File: config.mk
export PLATFORM = sky130hd
export DESIGN_NAME = qar_dmem_bridge
export DESIGN_NICKNAME = d
export VERILOG_FILES = /design/src/rtl/qar_dmem_bridge.sv
export SDC_FILE = /design/constraint.sdc
export NUM_CORES = 1
export LEC_CHECK = 0
export ABC_AREA = 1
export BUFFER_PORTS_ARGS = -buffer_cell sky130_fd_sc_hd__buf_2
export CORE_MARGIN = 4
export CORE_UTILIZATION = 49
export DETAILED_ROUTE_END_ITERATION = 10
export PLACE_DENSITY = 0.8
export SETUP_SLACK_MARGIN = 0.02
export SYNTH_ARGS = -nofsm -noshare
export SYNTH_HDL_FRONTEND = slang
export SYNTH_SLANG_ARGS = --single-unit
File: constraint.sdc
create_clock -name clk -period 1.77 [get_ports clk]
set_input_delay 0 -clock clk [delete_from_list [all_inputs] [get_ports clk]]
set_output_delay 0 -clock clk [all_outputs]
set_load 0.02 [all_outputs]
File: src/rtl/qar_dmem_bridge.sv
// ============================================================================
// Module      : qar_dmem_bridge
// Description : Core mem_* valid/ready port to 1-cycle-latency single-port
//               SRAM bridge with wait states and address-error responses.
//               Optional counters: define QAR_DMEM_BRIDGE_STATS_EN.
// Revision    : 1.0 - initial release
// ============================================================================
`default_nettype none

module qar_dmem_bridge #(
    parameter int unsigned DEPTH_WORDS = 256,
    parameter int unsigned SRAM_AW     = 8,
    parameter logic [31:0] BASE_ADDR   = 32'h0000_0000,
    parameter int unsigned WAIT_STATES = 0
) (
    input  logic               clk,
    input  logic               rst,
    input  logic               mem_valid,
    input  logic               mem_we,
    input  logic [31:0]        mem_addr,
    input  logic [31:0]        mem_wdata,
    output logic               mem_ready,
    output logic [31:0]        mem_rdata,
    output logic               mem_err,
    output logic               sram_en,
    output logic               sram_we,
    output logic [SRAM_AW-1:0] sram_addr,
    output logic [31:0]        sram_wdata,
    input  logic [31:0]        sram_rdata,
    output logic [15:0]        stat_reads,
    output logic [15:0]        stat_writes,
    output logic [15:0]        stat_errs
);

    localparam logic       HAS_WAIT  = (WAIT_STATES != 0);
    localparam logic [3:0] WAIT_INIT = HAS_WAIT ? 4'(WAIT_STATES - 1) : 4'd0;

    typedef enum logic [2:0] {
        S_IDLE   = 3'd0,
        S_WAIT   = 3'd1,
        S_ACCESS = 3'd2,
        S_RESP   = 3'd3,
        S_ERR    = 3'd4
    } state_t;

    state_t             state;
    state_t             state_nxt;

    logic               lat_we;
    logic [SRAM_AW-1:0] lat_addr;
    logic [31:0]        lat_wdata;
    logic [3:0]         wcnt;
    logic [31:0]        rdata_q;

    logic [31:0]        off;
    logic               bad;
    logic               src_we;
    logic [SRAM_AW-1:0] src_addr;
    logic [31:0]        src_wdata;

    assign off = mem_addr - BASE_ADDR;
    assign bad = (mem_addr[1:0] != 2'b00) ||
                 (mem_addr < BASE_ADDR) ||
                 ({2'b00, off[31:2]} >= 32'(DEPTH_WORDS));

    // With no wait states ACCESS follows IDLE directly, so the SRAM fields
    // must come from the live request rather than the latch being loaded.
    always_comb begin
        src_we    = lat_we;
        src_addr  = lat_addr;
        src_wdata = lat_wdata;
        if (state == S_IDLE) begin
            src_we    = mem_we;
            src_addr  = off[SRAM_AW+1:2];
            src_wdata = mem_wdata;
        end
    end

    always_comb begin
        state_nxt = state;
        case (state)
            S_IDLE: begin
                if (mem_valid) begin
                    if (bad)
                        state_nxt = S_ERR;
                    else if (HAS_WAIT)
                        state_nxt = S_WAIT;
                    else
                        state_nxt = S_ACCESS;
                end
            end
            S_WAIT: begin
                if (wcnt == 4'd0)
                    state_nxt = S_ACCESS;
            end
            S_ACCESS: state_nxt = S_RESP;
            S_RESP:   state_nxt = S_IDLE;
            S_ERR:    state_nxt = S_IDLE;
            default:  state_nxt = S_IDLE;
        endcase
    end

    // Outputs are decoded from the next state so they are valid during the
    // cycle the FSM spends in that state.
    always_ff @(posedge clk) begin
        if (rst) begin
            state      <= S_IDLE;
            lat_we     <= 1'b0;
            lat_addr   <= '0;
            lat_wdata  <= '0;
            wcnt       <= 4'd0;
            rdata_q    <= '0;
            mem_ready  <= 1'b0;
            mem_err    <= 1'b0;
            sram_en    <= 1'b0;
            sram_we    <= 1'b0;
            sram_addr  <= '0;
            sram_wdata <= '0;
        end else begin
            state <= state_nxt;

            if (state == S_IDLE && mem_valid) begin
                lat_we    <= mem_we;
                lat_addr  <= off[SRAM_AW+1:2];
                lat_wdata <= mem_wdata;
            end

            if (state == S_IDLE)
                wcnt <= WAIT_INIT;
            else if (state == S_WAIT)
                wcnt <= wcnt - 4'd1;

            sram_en <= (state_nxt == S_ACCESS);
            sram_we <= (state_nxt == S_ACCESS) && src_we;
            if (state_nxt == S_ACCESS) begin
                sram_addr  <= src_addr;
                sram_wdata <= src_wdata;
            end

            mem_ready <= (state_nxt == S_RESP) || (state_nxt == S_ERR);
            mem_err   <= (state_nxt == S_ERR);

            if (state_nxt == S_ERR)
                rdata_q <= '0;
            else if (state == S_RESP && !lat_we)
                rdata_q <= sram_rdata;
        end
    end

    // SRAM data only arrives in the RESP cycle, so a load response is passed
    // straight through and then held by rdata_q.
    always_comb begin
        mem_rdata = rdata_q;
        if (state == S_RESP && !lat_we)
            mem_rdata = sram_rdata;
    end

`ifdef QAR_DMEM_BRIDGE_STATS_EN
    always_ff @(posedge clk) begin
        if (rst) begin
            stat_reads  <= 16'd0;
            stat_writes <= 16'd0;
            stat_errs   <= 16'd0;
        end else begin
            if (state == S_RESP && !lat_we && stat_reads != 16'hFFFF)
                stat_reads <= stat_reads + 16'd1;
            if (state == S_RESP && lat_we && stat_writes != 16'hFFFF)
                stat_writes <= stat_writes + 16'd1;
            if (state == S_ERR && stat_errs != 16'hFFFF)
                stat_errs <= stat_errs + 16'd1;
        end
    end
`else
    assign stat_reads  = 16'd0;
    assign stat_writes = 16'd0;
    assign stat_errs   = 16'd0;
`endif

endmodule

`default_nettype wire

After elaboration in Yosys (flattened, before gate mapping)
Index checks and enable logic that the tools add are counted.

storage, ports and cells
  bits in registers = 124
  output and inout port bits = 124
  word-level logic and storage cells = 41

operators by class
  add/sub/neg operators = 1
  order comparisons = 2
  equality and inequality tests = 6
  mux-type cells = 8
  reduce and logical (&&, ||, !) cells = 12

operators with widths
  kind                   count
  $mux W32               2
  $lt A32 B1 Y1 const B  1
  $ge A30 B9 Y1 const B  1
  $eq A3 B2 Y1 const B   4
  $mux W3                3
  $pmux W3 S3            1
  $mux W8                1
  $logic_not A4 Y1       1
  $reduce_or A2 Y1       2
  $sub A4 B1 Y4 const B  1
  $eq A3 B1 Y1 const B   1
  $eq A3 B3 Y1 const B   1
  $logic_and A1 B1 Y1    3
  $logic_not A3 Y1       1
  $logic_or A1 B1 Y1     3
  $reduce_bool A2 Y1     1
  $logic_not A1 Y1       1
  $mux W1                1

Depth between registers and ports, before layout
Gate-level depths: netlist of run 1.

  depth in word-level cells = 8
  depth in mapped cells = 11

Least setup slack after synthesis of run 1
OpenSTA, ideal clock, no wires.

  kind = register -> register
  start = register wcnt[0]
  end = register sram_addr[0]
  library setup time = 113 ps
  data arrival time = 1360 ps
  required time = 1657 ps
  path slack = 297 ps
  cell stages (with the launch flop) = 9
  buffers on the path = 1
  cells stage by stage = dfxtp_1 > inv_1 > ha_1 > nand3_1 > a21oi_1 > nand2_4 > buf_2 > nor2_1 > nor2_1

between the ends
  longest elaborated chain between the ends = 4

ends and longest elaborated chain
  element                 line  RTL
  from (decl)             52    logic [3:0] wcnt;
  from (signal assigned)  131   wcnt <= wcnt - 4'd1;
  $logic_not A4 Y1        93    if (wcnt == 4'd0)
  $mux W3                 93
  $pmux W3 S3             81    case (state)
  $eq A3 B2 Y1            135   if (state_nxt == S_ACCESS) begin
  to (signal assigned)    136   sram_addr <= src_addr;
  to (decl)               27    output logic [SRAM_AW-1:0] sram_addr,

Every way passes these cells.
A chain may end at the register's enable or synchronous reset.

Worst setup path in the final report of run 1
  start = register state[1]
  end = output port mem_rdata[16]

between the ends
  longest elaborated chain between the ends = 3

ends and longest elaborated chain
  element                 line  RTL
  from (decl)             46    state_t state;
  from (signal assigned)  120   state <= state_nxt;
  $eq A3 B2 Y1            154   if (state == S_RESP && !lat_we)
  $logic_and A1 B1 Y1     154
  $mux W32                --
  to (decl)               23    output logic [31:0] mem_rdata,

Every way passes these cells.

==> results.md, run 1 <==
* Crit end category: output port
* Final setup violation count at 0
* Initial DRC Count at 397
* Hold WC Path Type: input pin to flop
* #FFs+latches synth at 124
* DR vias/cell at 4.68
* Height of the die at 116 µm
* Clock Latency Late Sink at 410 ps
* Final Instance Count excl. Fillers at 1261
* Crit-path max cell delay at 330 ps
* Maximum vdd drop at 695 µV
* GRT overflow at 0
* Residual DRC at 0
* Vias in the first global route at 5276
* Site row count at 39
* Layout cells sized above 1 at 0.243
* Max clock buf depth at 2
* WP data required at 1770 ps
* FF-to-FF path depth at 10
* Filler cell count at 815
* Final WL at 16.8 mm
* Worst-path cell chain: inv_1, nor2_4, nand3_4, buf_6, o21ai_2, inv_1, buf_2
* Drt pass-1 iters at 5
* PwrDens at 910 mW/mm²
* Synthesized area per cell at 6.73 µm²
* Initial antenna violation count at 1
* Chip width at 116 µm
* Hpwl dp at 9.15 mm
* Register area at 0.00248 mm²
* Footprint of the multi-input gates at 0.00244 mm²
* Final worst-path cycle share at 0.974
* Initial Utilization at 0.502
* Critical path arrival at 1720 ps
* R2r setup slk at 70 ps
* Max-Cap Viols at 0
* Sequential share of the synthesized area at 0.431
* RSZ-0062 raised after global routing: yes
* Final Max Tran Viols at 0
* CP Max Fanout at 16
* GRT Overall Usage at 0.218
* Syn Std Cell Area at 0.00576 mm²
* Layout area overhead at 45.5%
* Crit path max-delay cell type: dfxtp_2
* TritonCTS Buffers at 17
* Worst-path clk slew at 60 ps
* Commonest non-fill, non-tap cell in the layout: nor2_1
* WL per Instance at 13.3 µm
* Ys Warns at 0
* GP Congestion at 0.803
* Clk root buf: clkbuf_16
* Crit path time final at 1720 ps
* Final Hold Vio Count at 0
* Clock Skews at 10.3 ps
* Num ports at 224
* Routed Antenna Nets at 0
* WS Path Type: flop to output port
* Startpoint types: flop
* Total core area at 0.0115 mm²
* Hold Crit Depth at 5
* Most frequent cells in the layout: nor2_1, buf_2, nand2_1
* Cell count after synthesis at 856
* Full die area at 0.0135 mm²
* Clock Sinks at 124
* Cell mode on critical path: inv_1
* Routed vias at 5906
* Final net count at 1205
* H-tree depth at 4
* First-pass GRT wire length at 23.7 mm
* Status: finished clean
* Max frequency at 0.580 GHz
* DP Cell Count at 1142
* Largest net degree at the start of global routing at 85
* Fin Hold WS at 78.9 ps
* Yosys cell types at 25
* CTS tree: built
* P_leak at 4.66 nW
* IO buf count at 175
-- cell type report --
class                           count  share of cell area
Sequential cell                   124               0.296
Multi-Input combinational cell    530               0.292
Timing Repair Buffer              273               0.237
Inverter                          158              0.0708
Clock buffer                       22              0.0578
Clock inverter                     10              0.0249
Tap cell                          143              0.0214
Antenna cell                        1            0.000299
-- where the power goes --
part	internal (mW)	switching (mW)
clock network	2.79	1.22
registers	2.87	0.0211
logic	0.307	0.413
-- sequential cells by signal, summed over array words and instances, names as in the netlist --
name / count
sram_we: 1
mem_ready: 1
sram_addr: 8
state: 3
rdata_q: 32
sram_wdata: 32
lat_addr: 8
lat_wdata: 32
wcnt: 4
sram_en: 1
mem_err: 1
lat_we: 1
-- path summary, 6_finish.rpt --
| path | from | end |
|---|---|---|
| setup / recovery | state[1]$_SDFF_PP0_ | mem_rdata[16] |
| hold / removal | rst | sram_wdata[0]$_SDFFE_PP0N_ |
| setup reg to reg | wcnt[0]$_SDFFE_PP0P_ | sram_wdata[17]$_SDFFE_PP0N_ |
| hold reg to reg | lat_wdata[5]$_SDFFE_PP0P_ | lat_wdata[5]$_SDFFE_PP0P_ |
-- cell usage after synthesis (all sizes together) --
cell type	count	share of area
a21oi	6	0.0052
nand3	4	0.0035
dfxtp	124	0.43
a31oi	1	0.0011
inv	158	0.10
ha	1	0.0022
nor3b	1	0.0022
nor4	1	0.0011
a211oi	40	0.052
nand2	169	0.11
conb	1	0.00065
nor2	180	0.12
nor3	1	0.00087
o21ai	76	0.066
nand4	1	0.0011
buf	65	0.081
clkbuf	27	0.018
-- worst max-delay path, delay by kind of cell (launching register included) --
kind | cells | cell delay (ps)
flip-flops | 1 | 330
AND/OR/NAND/NOR | 2 | 290
AO/OA/AOI/OAI | 1 | 180
buffers and inverters | 4 | 510
-- cell families after synthesis --
family                   Yosys count  synth area share
AND/OR/NAND/NOR                  357             0.240
buffers and inverters            250             0.201
flip-flops                       124             0.431
AO/OA/AOI/OAI                    123             0.125
adder cells (fa/ha/maj)            1           0.00217
other                              1          0.000651
-- metrics by stage --
| stage | TNS, ps | util | power (mW) | cell area [µm²] | setup WS, ps |
|---|---|---|---|---|---|
| floorplan | 0 | - | 3.39 | 5930 | 297 |
| global placement | 0 | 0.578 | 3.51 | 6630 | 146 |
| detailed placement | 0 | 0.578 | 3.52 | 6630 | 100 |
| CTS | 0 | 0.702 | 7.67 | 8050 | 19.9 |
| global route | -194 | 0.731 | 7.92 | 8380 | -92.7 |
| finish | 0 | 0.731 | 7.63 | 8380 | 46.6 |
-- metal layers --
layer | vias up | wire length (µm) | GRT usage
met1 | 2628 | 6730 | 0.256
met3 | 38 | 1370 | 0.0617
met5 | - | 0 | 0
met4 | 0 | 434 | 0.0889
met2 | 263 | 8220 | 0.375
li1 | 2977 | - | -
-- what timing repair did --
| item | 4_1_cts | 5_1_grt |
|---|---|---|
| pin swaps | 0 | 5 |
| setup endpoints to repair | 7 | 67 |
| endpoints found under the hold margin | 114 | 0 |
| setup buffers | 0 | 5 |
| gates resized for setup | 8 | 62 |
| hold buffers | 73 | 0 |
| gates cloned | 0 | 8 |
(Power assumes the default switching activity.)
==> run 2, diff against run 1 <==
Clock period 1.77 ns to 1.7 ns, I/O delays scaled along.
==> run 2 against run 1 <==
Effect of this change:
- critical path type is now flop to flop
- hold slack better by 32 ps
- critical path depth is 2 higher
- largest power group unchanged
- non-clock buffer count increased by 7
- worst setup slack got worse by 110 ps
- the flow now finishes with violations (negative setup slack)
==> results.md, run 2 (synthesized netlist as in run 1, its figures left out) <==
* Status: complete, but fails checks (was finished clean)
* Violated checks: negative setup slack
* Total core area at 0.0115 mm² (unchanged)
* Full die area at 0.0135 mm² (unchanged)
* Initial antenna violation count at 1 (unchanged)
* Largest registers: lat_wdata: 32 flops, rdata_q: 32 flops, sram_wdata: 32 flops (unchanged)
* Layout cells sized above 1 at 0.318 (was 0.243)
* Final WL at 20.4 mm (was 16.8 mm)
* Met1 wire length at 7.32 mm (was 6.73 mm)
* Final setup violation count at 5 (was 0)
* H-tree depth at 4 (unchanged)
* DP Cell Count at 1144 (was 1142)
* Largest net degree at the start of global routing at 53 (was 85)
* Site row count at 39 (unchanged)
* GRT overflow at 0 (unchanged)
* Setup WS pre-CTS at 17.4 ps (was 100 ps)
* Final Max Tran Viols at 0 (unchanged)
* Hold Crit Depth at 5 (unchanged)
* Vias in the first global route at 5956 (was 5276)
* R2r setup slk at -60 ps (was 70 ps)
* Setup TNS at -120 ps (was 0 ps)
* Max clock buf depth at 2 (unchanged)
* Initial DRC Count at 455 (was 397)
* WS Path Type: flop to flop (was flop to output port)
* IO buf count at 175 (unchanged)
* R2R Path End: sram_wdata[4]$_SDFFE_PP0N_ (was sram_wdata[17]$_SDFFE_PP0N_)
* Height of the die at 116 µm (unchanged)
* Met3 wire length at 1.92 mm (was 1.37 mm)
* P_leak at 4.63 nW (was 4.66 nW)
* Worst R2R Start: state[1]$_SDFF_PP0_ (was wcnt[0]$_SDFFE_PP0P_)
* Layout area overhead at 52.3% (was 45.5%)
* First-pass GRT wire length at 28.1 mm (was 23.7 mm)
* Max-Cap Viols at 0 (unchanged)
* Final Instance Count excl. Fillers at 1269 (was 1261)
* Final worst-path cycle share at 1.04
* Most frequent cells in the layout: nor2_1, inv_1, buf_2 (was nor2_1, buf_2, nand2_1)
* Final net count at 1211 (was 1205)
* Top Layer Used: met4 (unchanged)
* Setup WS post-layout at -61.8 ps (was 46.6 ps)
* Critical path arrival at 2050 ps (was 1720 ps)
* Initial Utilization at 0.502 (unchanged)
* RSZ-0062 raised after global routing: yes (unchanged)
* Util after Layout at 0.765 (was 0.731)
* Placed Area at 0.00663 mm² (about the same)
* Startpoint types: flop (unchanged)
* Final Hold Vio Count at 0 (unchanged)
* Worst-path clk slew at 60 ps (about the same)
* Maximum vdd drop at 760 µV (was 695 µV)
* Hold path startpoint: rst (unchanged)
* Clk root buf: clkbuf_16 (unchanged)
* Residual DRC at 0 (unchanged)
* Clock Latency Late Sink at 410 ps (about the same)
* GRT Overall Usage at 0.260 (was 0.218)
* Cell area after layout at 0.00877 mm² (was 0.00838 mm²)
* FF-to-FF path depth at 9 (was 10)
* WP data required at 1990 ps (was 1770 ps)
* Chip width at 116 µm (unchanged)
* Hpwl dp at 9.25 mm (was 9.15 mm)
* Clock Sinks at 124 (unchanged)
* Commonest non-fill, non-tap cell in the layout: nor2_1 (unchanged)
* GP Congestion at 0.784 (was 0.803)
* WL per Instance at 16.1 µm (was 13.3 µm)
* TritonCTS Buffers at 17 (unchanged)
* Worst Hold End: sram_wdata[28]$_SDFFE_PP0N_ (was sram_wdata[0]$_SDFFE_PP0N_)
* Routed vias at 6254 (was 5906)
* Crit end category: flop (was output port)
* Clock Skews at 11.6 ps (was 10.3 ps)
* DR vias/cell at 4.93 (was 4.68)
* Routed Antenna Nets at 0 (unchanged)
* Filler cell count at 735 (was 815)
* Hold WC Path Type: input pin to flop (unchanged)
* CP Max Fanout at 34 (was 16)
* Met2 WL post-DR at 10.2 mm (was 8.22 mm)
* Crit path time final at 1760 ps
* CTS tree: built (unchanged)
* Drt pass-1 iters at 6 (was 5)
* Max frequency at 0.568 GHz
* Num ports at 224 (unchanged)
* PwrDens at 809 mW/mm² (was 910 mW/mm²)
[run 2: cell types whose count changed in the layout (fill, tap and decap cells not counted), moves of 5 or more]
cell / change
buf_4: +12
nand2_1: -51
nor2_2: +9
buf_6: +24
nand2_4: +8
o21ai_4: +6
inv_6: +6
inv_2: +8
buf_2: -30
nor2_1: -11
bufinv_16: -6
o21ai_1: -5
nand2_2: +42
inv_1: -8
[run 2: stage by stage]
step / total power, mW / hold slack, ps
after floorplan: 3.53 / 176
after global placement: 3.65 / 293
after detailed placement: 3.66 / 297
after CTS: 7.03 / 89.7
after global routing: 7.35 / 130
final: 7.10 / 111
[run 2: power breakdown]
group	leakage (nW)	switching (mW)	total [mW]	internal, mW
Clock	0.251	1.41	3.29	1.88
Combinational	3.37	0.466	0.789	0.323
Sequential	1.01	0.0258	3.02	2.99
[run 2: what timing repair did]
item	in CTS	in global routing
endpoints found under the setup margin	55	75
endpoints found under the hold margin	114	0
buffers inserted	8	3
cloned	4	4
hold buffers	73	0
gates resized for setup	98	128
pin swaps	2	5
[run 2: worst max path at each step]
stage,from,endpoint,slack [ps]
global route,state[1]$_SDFF_PP0_,mem_rdata[27],-160
finish,state[1]$_SDFF_PP0_,sram_wdata[4]$_SDFFE_PP0N_,-60
detailed placement,wcnt[0]$_SDFFE_PP0P_,sram_wdata[26]$_SDFFE_PP0N_,20
CTS,state[1]$_SDFF_PP0_,state[1]$_SDFF_PP0_,-5
global placement,wcnt[0]$_SDFFE_PP0P_,sram_wdata[21]$_SDFFE_PP0N_,130
floorplan,wcnt[0]$_SDFFE_PP0P_,sram_addr[0]$_SDFFE_PP0N_,230
[run 2: critical path, cell delays in order, from the launching register on]
cell and delay (ps):
dfxtp_2 320, buf_6 110, nor2_4 120, nand2_4 70, buf_4 130, inv_2 70, buf_4 300, o21ai_0 210
nor2_1 220, nor2_1 90
[run 2: area by class of cell]
cell class | instances | area (µm²) | area share
Multi-Input combinational cell | 529 | 2720 | 0.310
Tap cell | 143 | 179 | 0.0204
Timing Repair Buffer | 280 | 2240 | 0.256
Inverter | 158 | 593 | 0.0676
Sequential cell | 124 | 2490 | 0.284
Antenna cell | 3 | 7.51 | 0.000856
Clock inverter | 14 | 109 | 0.0124
Clock buffer | 18 | 429 | 0.0489
[run 2: routing by layer]
| layer | track usage | vias to the layer above |
|---|---|---|
| met5 | 0 | - |
| met4 | 0.127 | 0 |
| met3 | 0.0637 | 87 |
| met2 | 0.455 | 343 |
| met1 | 0.295 | 2832 |
| li1 | - | 2992 |
==> run 3, diff against run 2 <==
==> constraint.sdc (replaced) <==
create_clock -name clk -period 1.7 [get_ports clk]
set_input_delay 0.085 -clock clk [delete_from_list [all_inputs] [get_ports clk]]
set_output_delay 0.085 -clock clk [all_outputs]
set_load 0.02 [all_outputs]
==> run 3 against run 2 <==
Effect of this change:
- core utilization decreased by 3.2 points
- worst setup slack got worse by 130 ps
- clock power grew 22%
- critical endpoint is now mem_rdata[16]
- register-to-register slack better by 140 ps
- power rose by 9.7%
- non-clock buffer count shrank 10
- via count decreased by 4.8%
- flip-flop and latch count did not move
- the flow still finishes with violations (negative setup slack)
- die area stayed put
- sequential share of layout area up 1.2 points
- routed wire length shrank 13%
==> results.md, run 3 (synthesized netlist as in run 1, its figures left out) <==
* Drt pass-1 iters at 5 (was 6)
* R2r setup slk at 80 ps (was -60 ps)
* Final Hold Vio Count at 0 (unchanged)
* Clock Skews at 17.2 ps (was 11.6 ps)
* Fin Hold WS at 12.0 ps (was 111 ps)
* Most frequent cells in the layout: nor2_1, nand2_1, inv_1 (was nor2_1, inv_1, buf_2)
* Num ports at 224 (unchanged)
* Setup WS pre-CTS at 67.4 ps (was 17.4 ps)
* GP Congestion at 0.834 (was 0.784)
* Hold WC Path Type: input pin to flop (unchanged)
* DR vias/cell at 4.74 (was 4.93)
* Placed Area at 0.00664 mm² (was 0.00663 mm²)
* R2R Path End: sram_wdata[30]$_SDFFE_PP0N_ (was sram_wdata[4]$_SDFFE_PP0N_)
* Setup WS post-layout at -187 ps (was -61.8 ps)
* CP Max Fanout at 8 (was 34)
* GRT overflow at 0 (unchanged)
* WP data required at 1620 ps (was 1990 ps)
* Status: complete, but fails checks (unchanged)
* Layout area overhead at 45.9% (was 52.3%)
* Max_slew headroom at 0.632
* Slew @ Worst Pin at 551 ps
* Largest registers: lat_wdata: 32 flops, rdata_q: 32 flops, sram_wdata: 32 flops (unchanged)
* IO buf count at 175 (unchanged)
* Worst-path cell chain: nor2_4, nand3_4, bufbuf_16, nand2_1, o21ai_1, inv_1, buf_4 (was buf_6, nor2_4, nand2_4, buf_4, inv_2, buf_4, o21ai_0, nor2_1, nor2_1)
* Setup crit end: mem_rdata[16] (was sram_wdata[4]$_SDFFE_PP0N_)
* Violated checks: negative setup slack (unchanged)
* Initial Utilization at 0.502 (unchanged)
* Hpwl dp at 9.14 mm (was 9.25 mm)
* Clock Sinks at 124 (unchanged)
* RSZ-0062 raised after global routing: yes (unchanged)
* WP buf/inv at 3 (was 4)
* Worst-path clk slew at 70 ps (was 60 ps)
* Max frequency at 0.530 GHz (was 0.568 GHz)
* H-tree depth at 4 (unchanged)
* Maximum vdd drop at 770 µV (was 760 µV)
* Crit end category: output port (was flop)
* FF-to-FF path depth at 11 (was 9)
* Final Instance Count excl. Fillers at 1255 (was 1269)
* Final worst-path cycle share at 1.11 (was 1.04)
* Total core area at 0.0115 mm² (unchanged)
* Startpoint types: flop (unchanged)
* Crit-path max cell delay at 340 ps (was 320 ps)
* Max clock buf depth at 2 (unchanged)
* CTS tree: built (unchanged)
* GRT Overall Usage at 0.245 (was 0.260)
* Final WL at 17.8 mm (was 20.4 mm)
* Cell area after layout at 0.00840 mm² (was 0.00877 mm²)
* TritonCTS Buffers at 17 (unchanged)
* DP Cell Count at 1144 (unchanged)
* Chip width at 116 µm (unchanged)
* CP delay by family, top: buffers and inverters (unchanged)
* Largest net degree at the start of global routing at 61 (was 53)
* Initial DRC Count at 442 (was 455)
* Final setup violation count at 31 (was 5)
* Crit path time final at 1890 ps (was 1760 ps)
* Levels on crit path at 7 (was 9)
* WL per Instance at 14.2 µm (was 16.1 µm)
* Residual DRC at 0 (unchanged)
* Routed vias at 5953 (was 6254)
* Final Max Tran Viols at 0 (unchanged)
* Site row count at 39 (unchanged)
* Clk root buf: clkbuf_16 (unchanged)
* P_leak at 4.61 nW (was 4.63 nW)
* Crit path max-delay cell type: dfxtp_2 (unchanged)
* Height of the die at 116 µm (unchanged)
* Layout cells sized above 1 at 0.249 (was 0.318)
* Critical path arrival at 1800 ps (was 2050 ps)
* Clock Latency Late Sink at 410 ps (about the same)
* PwrDens at 926 mW/mm² (was 809 mW/mm²)
* Number of diodes at 0 (was 3)
* Vias in the first global route at 5447 (was 5956)
* Initial antenna violation count at 0 (was 1)
* CP Launch Point: state[2]$_SDFF_PP0_ (was state[1]$_SDFF_PP0_)
* WS Path Type: flop to output port (was flop to flop)
* Worst R2R Start: state[1]$_SDFF_PP0_ (unchanged)
* Full die area at 0.0135 mm² (unchanged)
* Final net count at 1201 (was 1211)
* Util after Layout at 0.733 (was 0.765)
* Routed Antenna Nets at 0 (unchanged)
* Commonest non-fill, non-tap cell in the layout: nor2_1 (unchanged)
* First-pass GRT wire length at 26.2 mm (was 28.1 mm)
* Max-Cap Viols at 0 (unchanged)
[run 3: changes by cell type in the layout (fill, tap and decap cells not counted), sizes merged]
cell | previous run | this run
bufinv | 0 | 5
bufbuf | 0 | 1
inv | 164 | 161
clkinvlp | 5 | 2
buf | 203 | 199
diode | 3 | 0
clkbuf | 22 | 18
dlygate4sd3 | 73 | 70
[run 3: worst register-to-register path: stages (launching register included)]
cell and delay (ps):
dfxtp_2 320, buf_4 120, nor2_2 120, nand2_2 100
nor2_4 130, nand4_1 130, nand2_1 130, nand2_4 100
buf_12 190, nand2_1 70, nand2_1 40, nor2_1 110
[run 3: cell type report]
cell class / instances / area [µm²]
clock buffers: 18 / 439
clock inverters: 13 / 214
fillers: 825 / 3070
inverters: 158 / 593
multi-input cells: 529 / 2470
flip-flops and latches: 124 / 2480
well taps: 143 / 179
repair buffers: 270 / 2030
[run 3: through the flow]
stage / setup TNS [ps] / total power, mW
2_1_floorplan: 0 / 3.53
5_1_grt: -5790 / 8.04
6_report: -2180 / 7.78
3_3_place_gp: 0 / 3.65
4_1_cts: -305 / 7.78
3_5_place_dp: 0 / 3.66
[run 3: where the power goes]
part / internal (mW) / total [mW] / switching (mW)
sequential: 2.99 / 3.01 / 0.0217
clock: 2.65 / 4.02 / 1.37
combinational: 0.315 / 0.751 / 0.436
[run 3: layer usage]
| metal | part of all wire | track usage | up-vias |
|---|---|---|---|
| met1 | 0.39 | 0.278 | 2618 |
| met4 | 0.043 | 0.110 | 0 |
| met5 | 0 | 0 | - |
| li1 | - | - | 2966 |
| met3 | 0.085 | 0.0824 | 68 |
| met2 | 0.48 | 0.418 | 301 |
[run 3: repair_timing]
item,in CTS,in global routing
hold buffers,70,0
hold endpoints to repair,70,0
buffers inserted,3,4
cloned,3,0
gates resized for setup,79,37
endpoints found under the setup margin,32,70
pin swaps,3,1
[run 3: how the worst min path moves through the flow]
| stage | from | end | slack [ps] | cells after the start |
|---|---|---|---|---|
| floorplan | mem_addr[2] | lat_addr[0]$_SDFFE_PP0P_ | 260 | 2 |
| global placement | mem_addr[9] | lat_addr[7]$_SDFFE_PP0P_ | 380 | 3 |
| detailed placement | mem_addr[3] | lat_addr[1]$_SDFFE_PP0P_ | 390 | 3 |
| CTS | mem_wdata[6] | lat_wdata[6]$_SDFFE_PP0P_ | 6 | 3 |
| global route | mem_wdata[6] | lat_wdata[6]$_SDFFE_PP0P_ | 4 | 3 |
| finish | mem_wdata[6] | lat_wdata[6]$_SDFFE_PP0P_ | 10 | 3 |
